===== config.mk =====
export PLATFORM = sky130hd
export DESIGN_NAME = adam_mem_pause_seq
export DESIGN_NICKNAME = d
export VERILOG_FILES = /design/src/rtl/adam_mem_pause_seq.sv
export SDC_FILE = /design/constraint.sdc
export NUM_CORES = 1
export LEC_CHECK = 0
export BUFFER_PORTS_ARGS = -buffer_cell sky130_fd_sc_hd__buf_2
export CORE_ASPECT_RATIO = 0.5
export CORE_MARGIN = 10
export CORE_UTILIZATION = 57
export CTS_CLUSTER_SIZE = 10
export DETAILED_ROUTE_END_ITERATION = 6
export PLACE_DENSITY = 0.79
export SETUP_SLACK_MARGIN = 0.5
export SLEW_MARGIN = 10
export SYNTH_ARGS = -nofsm -noshare
export SYNTH_HDL_FRONTEND = slang
export SYNTH_SLANG_ARGS = --single-unit

===== constraint.sdc =====
create_clock -name clk -period 2.5 [get_ports clk]
set_clock_uncertainty 0.1 [all_clocks]
set_input_delay 0.125 -clock clk [delete_from_list [all_inputs] [get_ports clk]]
set_output_delay 0.125 -clock clk [all_outputs]
set_load 0.02 [all_outputs]

===== src/rtl/adam_mem_pause_seq.sv =====
// adam_mem_pause_seq
// Pause/soft-reset sequencer for the NO_MEMS memory slaves on the FPGA top level.
// Global pause walks the memories in ascending index order and resumes them in
// descending order. Each memory uses a four-phase req/ack handshake. A soft reset
// handles one memory at a time: pause it, hold mem_rst, then resume it.
// Optional feature macro: ADAM_PAUSE_SEQ_TIMEOUT_EN. When it is defined, ack waits
// are bounded by TIMEOUT cycles and set a sticky timeout_err bit. When it is not
// defined, ack waits have no bound and timeout_err is tied low.
//
// state       | meaning
// ------------+----------------------------------------------------------
// S_INIT      | just out of reset, all memories held in mem_rst
// S_RUN       | idle, all memories running
// S_PAUSING   | raising mem_pause_req[idx] in ascending order
// S_PAUSED    | all memories paused, pause_ack high
// S_RESUMING  | dropping mem_pause_req[idx] in descending order
// S_SR_PAUSE  | pausing memory idx before its soft reset
// S_SR_HOLD   | mem_rst[idx] high, cnt counting down
// S_SR_RESUME | releasing memory idx after its soft reset

module adam_mem_pause_seq #(
    parameter int NO_MEMS     = 3,
    parameter int SRST_CYCLES = 16,
    parameter int TIMEOUT     = 1024
) (
    input  logic               clk,
    input  logic               rst,
    input  logic               pause_req,
    output logic               pause_ack,
    input  logic [NO_MEMS-1:0] srst_req,
    output logic [NO_MEMS-1:0] mem_pause_req,
    input  logic [NO_MEMS-1:0] mem_pause_ack,
    output logic [NO_MEMS-1:0] mem_rst,
    output logic               busy,
    output logic [NO_MEMS-1:0] timeout_err
);

    localparam int IW = (NO_MEMS > 1) ? $clog2(NO_MEMS) : 1;
    localparam int CW = (SRST_CYCLES > 1) ? $clog2(SRST_CYCLES) : 1;
    localparam logic [IW-1:0] LAST = IW'(NO_MEMS - 1);

    // Stop elaboration on parameter values that the sequencer cannot handle.
    if (NO_MEMS < 1 || NO_MEMS > 16) begin : g_bad_no_mems
        $error("adam_mem_pause_seq: NO_MEMS must be 1..16");
    end
    if (SRST_CYCLES < 1) begin : g_bad_srst_cycles
        $error("adam_mem_pause_seq: SRST_CYCLES must be >= 1");
    end
    if (TIMEOUT < 1) begin : g_bad_timeout
        $error("adam_mem_pause_seq: TIMEOUT must be >= 1");
    end

    typedef enum logic [2:0] {
        S_INIT,
        S_RUN,
        S_PAUSING,
        S_PAUSED,
        S_RESUMING,
        S_SR_PAUSE,
        S_SR_HOLD,
        S_SR_RESUME
    } state_t;

    state_t             state, state_nxt;
    logic [IW-1:0]      idx, idx_nxt, idx_inc, idx_dec, idx_low;
    logic [CW-1:0]      cnt, cnt_nxt;
    logic [NO_MEMS-1:0] pending, pending_nxt;
    logic [NO_MEMS-1:0] req_nxt, rst_nxt;
    logic               pause_ack_nxt, busy_nxt;
    logic               ack_cur, step_hi, step_lo;

    assign ack_cur = mem_pause_ack[idx];
    assign idx_inc = idx + 1'b1;
    assign idx_dec = idx - 1'b1;

    // Lowest pending soft-reset index: the lowest index is served first.
    always_comb begin
        idx_low = '0;
        for (int i = NO_MEMS - 1; i >= 0; i--) begin
            if (pending[i]) idx_low = IW'(i);
        end
    end

`ifdef ADAM_PAUSE_SEQ_TIMEOUT_EN
    localparam int TW = (TIMEOUT > 1) ? $clog2(TIMEOUT) : 1;

    logic [TW-1:0] tcnt;
    logic          wait_st, want_hi, ack_met, tmo;

    // Detect an expired ack wait. A timed-out wait counts as a completed step.
    always_comb begin
        wait_st = (state == S_PAUSING) || (state == S_SR_PAUSE) ||
                  (state == S_RESUMING) || (state == S_SR_RESUME);
        want_hi = (state == S_PAUSING) || (state == S_SR_PAUSE);
        ack_met = want_hi ? ack_cur : !ack_cur;
        tmo     = wait_st && !ack_met && (tcnt == '0);
    end

    assign step_hi = ack_cur || tmo;
    assign step_lo = !ack_cur || tmo;

    // Down-counter reloaded at every step boundary; sticky per-memory error flags.
    always_ff @(posedge clk) begin
        if (rst) begin
            tcnt        <= TW'(TIMEOUT - 1);
            timeout_err <= '0;
        end else begin
            if (!wait_st || ack_met || tmo) tcnt <= TW'(TIMEOUT - 1);
            else                            tcnt <= tcnt - 1'b1;
            if (tmo) timeout_err[idx] <= 1'b1;
        end
    end
`else
    assign step_hi     = ack_cur;
    assign step_lo     = !ack_cur;
    assign timeout_err = '0;
`endif

    // State and registered outputs.
    always_ff @(posedge clk) begin
        if (rst) begin
            state         <= S_INIT;
            idx           <= '0;
            cnt           <= '0;
            pending       <= '0;
            pause_ack     <= 1'b0;
            mem_pause_req <= '0;
            mem_rst       <= '1;
            busy          <= 1'b1;
        end else begin
            state         <= state_nxt;
            idx           <= idx_nxt;
            cnt           <= cnt_nxt;
            pending       <= pending_nxt;
            pause_ack     <= pause_ack_nxt;
            mem_pause_req <= req_nxt;
            mem_rst       <= rst_nxt;
            busy          <= busy_nxt;
        end
    end

    // Next state and next output values. Only one memory changes its req or rst per step.
    always_comb begin
        state_nxt     = state;
        idx_nxt       = idx;
        cnt_nxt       = cnt;
        pending_nxt   = pending | srst_req;
        pause_ack_nxt = pause_ack;
        req_nxt       = mem_pause_req;
        rst_nxt       = mem_rst;

        case (state)
            S_INIT: begin
                rst_nxt   = '0;
                state_nxt = S_RUN;
            end
            S_RUN: begin
                if (pause_req) begin
                    state_nxt  = S_PAUSING;
                    idx_nxt    = '0;
                    req_nxt[0] = 1'b1;
                end else if (|pending) begin
                    state_nxt        = S_SR_PAUSE;
                    idx_nxt          = idx_low;
                    req_nxt[idx_low] = 1'b1;
                end
            end
            S_PAUSING: begin
                if (step_hi) begin
                    if (idx == LAST) begin
                        if (pause_req) begin
                            state_nxt     = S_PAUSED;
                            pause_ack_nxt = 1'b1;
                        end else begin
                            // Request already withdrawn: skip PAUSED, never raise pause_ack.
                            state_nxt    = S_RESUMING;
                            req_nxt[idx] = 1'b0;
                        end
                    end else begin
                        idx_nxt          = idx_inc;
                        req_nxt[idx_inc] = 1'b1;
                    end
                end
            end
            S_PAUSED: begin
                if (!pause_req) begin
                    pause_ack_nxt = 1'b0;
                    state_nxt     = S_RESUMING;
                    idx_nxt       = LAST;
                    req_nxt[LAST] = 1'b0;
                end
            end
            S_RESUMING: begin
                if (step_lo) begin
                    if (idx == '0) begin
                        state_nxt = S_RUN;
                    end else begin
                        idx_nxt          = idx_dec;
                        req_nxt[idx_dec] = 1'b0;
                    end
                end
            end
            S_SR_PAUSE: begin
                if (step_hi) begin
                    state_nxt    = S_SR_HOLD;
                    cnt_nxt      = CW'(SRST_CYCLES - 1);
                    rst_nxt[idx] = 1'b1;
                end
            end
            S_SR_HOLD: begin
                if (cnt == '0) begin
                    rst_nxt[idx]     = 1'b0;
                    req_nxt[idx]     = 1'b0;
                    // A request arriving on the final cycle is kept for another round.
                    pending_nxt[idx] = srst_req[idx];
                    state_nxt        = S_SR_RESUME;
                end else begin
                    cnt_nxt = cnt - 1'b1;
                end
            end
            S_SR_RESUME: begin
                if (step_lo) state_nxt = S_RUN;
            end
            default: state_nxt = S_INIT;
        endcase

        busy_nxt = !((state_nxt == S_RUN) || (state_nxt == S_PAUSED));
    end

endmodule


==> impl_metrics.ini <==
[logic_synthesis]
synthDistinctLibCells = 52
yosys.cell_count.top_type = dfxtp_1
ys_top_cells_by_area = dfxtp_1 26%, mux2i_1 4.5%, a211oi_1 4.4%
synth_edf_count = 0
synth-simple-area-share_pct = 22.22
syn_inst = 190
ys.flop_type = dfxtp_1
syn_area_per_cell_um2 = 8.120
yosys_warnings = 0
synth_top_area_cell = dfxtp_1
synth.top_cells.by_count = 20 x dfxtp_1, 16 x nor2_1, 13 x a21oi_1
yosys-mux-area-fraction_pct = 7.948
ys_seq_area_share_pct = 25.95
synth_seq_cells = 20
synth_top_family_by_area = compound AO/OA/AOI/OAI gates
synth_fa_ha_area_share_pct = 4.055
synth_area_mm2 = 0.001543
synth-compound-area-share_pct = 31.79
synth-xor-area-share_pct = 0.5677
synth_top_area_share_pct = 25.95
synthArstFlopShare_pct = 0

[critical_path]
cp-end-kind = flip-flop
arrival_ns = 2.05
startpoint_type = flip-flop
cp_max_fo = 6
cp.required_ns = 2.55
crit_start = idx[1]
critPathKind = reg -> reg
worstReg2RegStart = idx[1]

[floorplanning]
io_pins = 20
core_area_mm2 = 0.002586
fp-row-count = 13
die_h_um = 56.79
die_w_um = 93.58
start_util_pct = 59.65
die_area_mm2 = 0.005314

[sta]
fin_crit_ns = 2.002
slew_headroom_pct = 62.23
tns_ns = 0
worst_pin_slew_ns = 0.5623
setup_viol = 0
whs_ns = 0.1513
timing.fmax_mhz = 499.5
fin_crit_sh_pct = 80.08
slew_viol_final = 0
rsz0062_at_grt = no
final.setup.worst_slack_ns = 0.4980
hold_violations = 0

[route]
antenna_left = 0
vias = 1568
routed_wl_mm = 4.268
wl_per_cell_um = 17.49
drt_pass1_iterations = 5
drc = 0
vias_per_cell = 6.426
drtIter0Drc = 288

[grt]
grt-ovfl-total = 0
antenna_found_initial = 0
track_usage_pct = 14.91
grt_pass1_wl_mm = 6.665
grt_max_degree = 23
grt_pass1_vias = 1339

[clock_network]
root_buffer = clkbuf_8
cts_tree = built
clkTransAtPathRegs_ns = 0.08
cts-htree-levels = 1
clock_latency_ns = 0.26
ctsLongestPathBuffers = 2
numCtsBuffers = 3
cts_num_sinks = 20
cts_hold_buf = 0

[finish]
seq_area_um2 = 411.6
multi_input_area_mm2 = 0.001087
fin_nets = 222
nFillCells = 198
n_antenna_cell = 0
drive_gt1_share_pct = 26.57
syn_to_final_growth_pct = 17.92
final_area_mm2 = 0.001819

[run]
maxCapViolations = 0

[pwr]
max-vdd-ir-drop_uv = 400.0
leakagePower_nw = 0.6753
p_per_area_mw_per_mm2 = 765.3

[worst_hold_path]
hold_path_class = in -> reg
hold_start = rst

[place]
io_buffers = 16
gp_congestion = 0.9220
dp_slack_ns = 0.3544
dpl_cell_area_mm2 = 0.001639
dpl.hpwl_mm = 3.057

[status]
status = finished, final reports clean
[placed cells by master (no fill, tap or decap), types with 6 or more instances in the layout]
cell      count
a211oi_1      9
a21oi_1      12
buf_2        16
buf_4        11
dfxtp_1      15
inv_1         6
mux2i_1       7
nand2_1       9
nor2_1       16
nor2b_1       6
nor3_1       10
o211ai_1      6
o21ai_0      10
[flip-flops by register name, summed over array words and instances (netlist names)]
signal,count
mem_pause_req,3
pause_ack,1
state,3
busy,1
idx,2
pending,3
cnt,4
mem_rst,3
[cell type report]
type,instances,area share [%]
flip-flops and latches,20,22.63
well taps,37,2.545
repair buffers,28,9.560
clock inverters,1,1.651
clock buffers,3,2.270
multi-input cells,148,59.77
inverters,7,1.582
[critical path, stage by stage (launching register included)]
cell      delay [ns]
dfxtp_4         0.38
inv_1           0.11
ha_4            0.20
or3_4           0.37
a32oi_4         0.29
o211ai_2        0.13
mux2_4          0.31
[power breakdown]
part	switching [mW]	total, mW	internal, mW
registers	0.0725	0.441	0.368
logic	0.343	0.627	0.284
clock network	0.110	0.324	0.214
[per-stage QoR]
stage | power (mW) | std cells | utilization [%]
after floorplan | 0.8466 | 192 | -
after global placement | 0.9682 | 234 | 63.38
after detailed placement | 0.9795 | 234 | 63.38
after CTS | 1.310 | 239 | 67.01
after global routing | 1.471 | 244 | 70.34
final | 1.392 | 244 | 70.34
[logic make-up (layout without fill, tap and decap cells)]
family | Yosys count | after routing
compound gates | 67 | 67
xor+xnor | 1 | 1
fa+ha+maj | 5 | 5
buf+inv | 24 | 39
flops | 20 | 20
mux | 10 | 10
other cells | 1 | 3
simple gates | 62 | 62
[metal layers]
metal,GRT usage (%),vias to the layer above,share of wire (%)
met5,0,-,0
met4,2.151,0,1.3
met3,4.238,6,9.9
met2,21.30,83,43
met1,21.55,727,45
li1,-,752,-
[path summary, 6_finish.rpt]
kind / depth (start not counted) / endpoint / slack, ns
max: 6 / mem_pause_req[1] / 0.50
max reg2reg: 6 / mem_pause_req[1] / 0.50
min reg2reg: 2 / mem_pause_req[0] / 0.38
min: 2 / state[2] / 0.15
[what timing repair did]
action	CTS	global route
pin swaps	0	2
gates resized for setup	5	11
buffers inserted	1	5
endpoints found under the setup margin	10	14
Note: power is estimated with default switching activity, not from simulation.
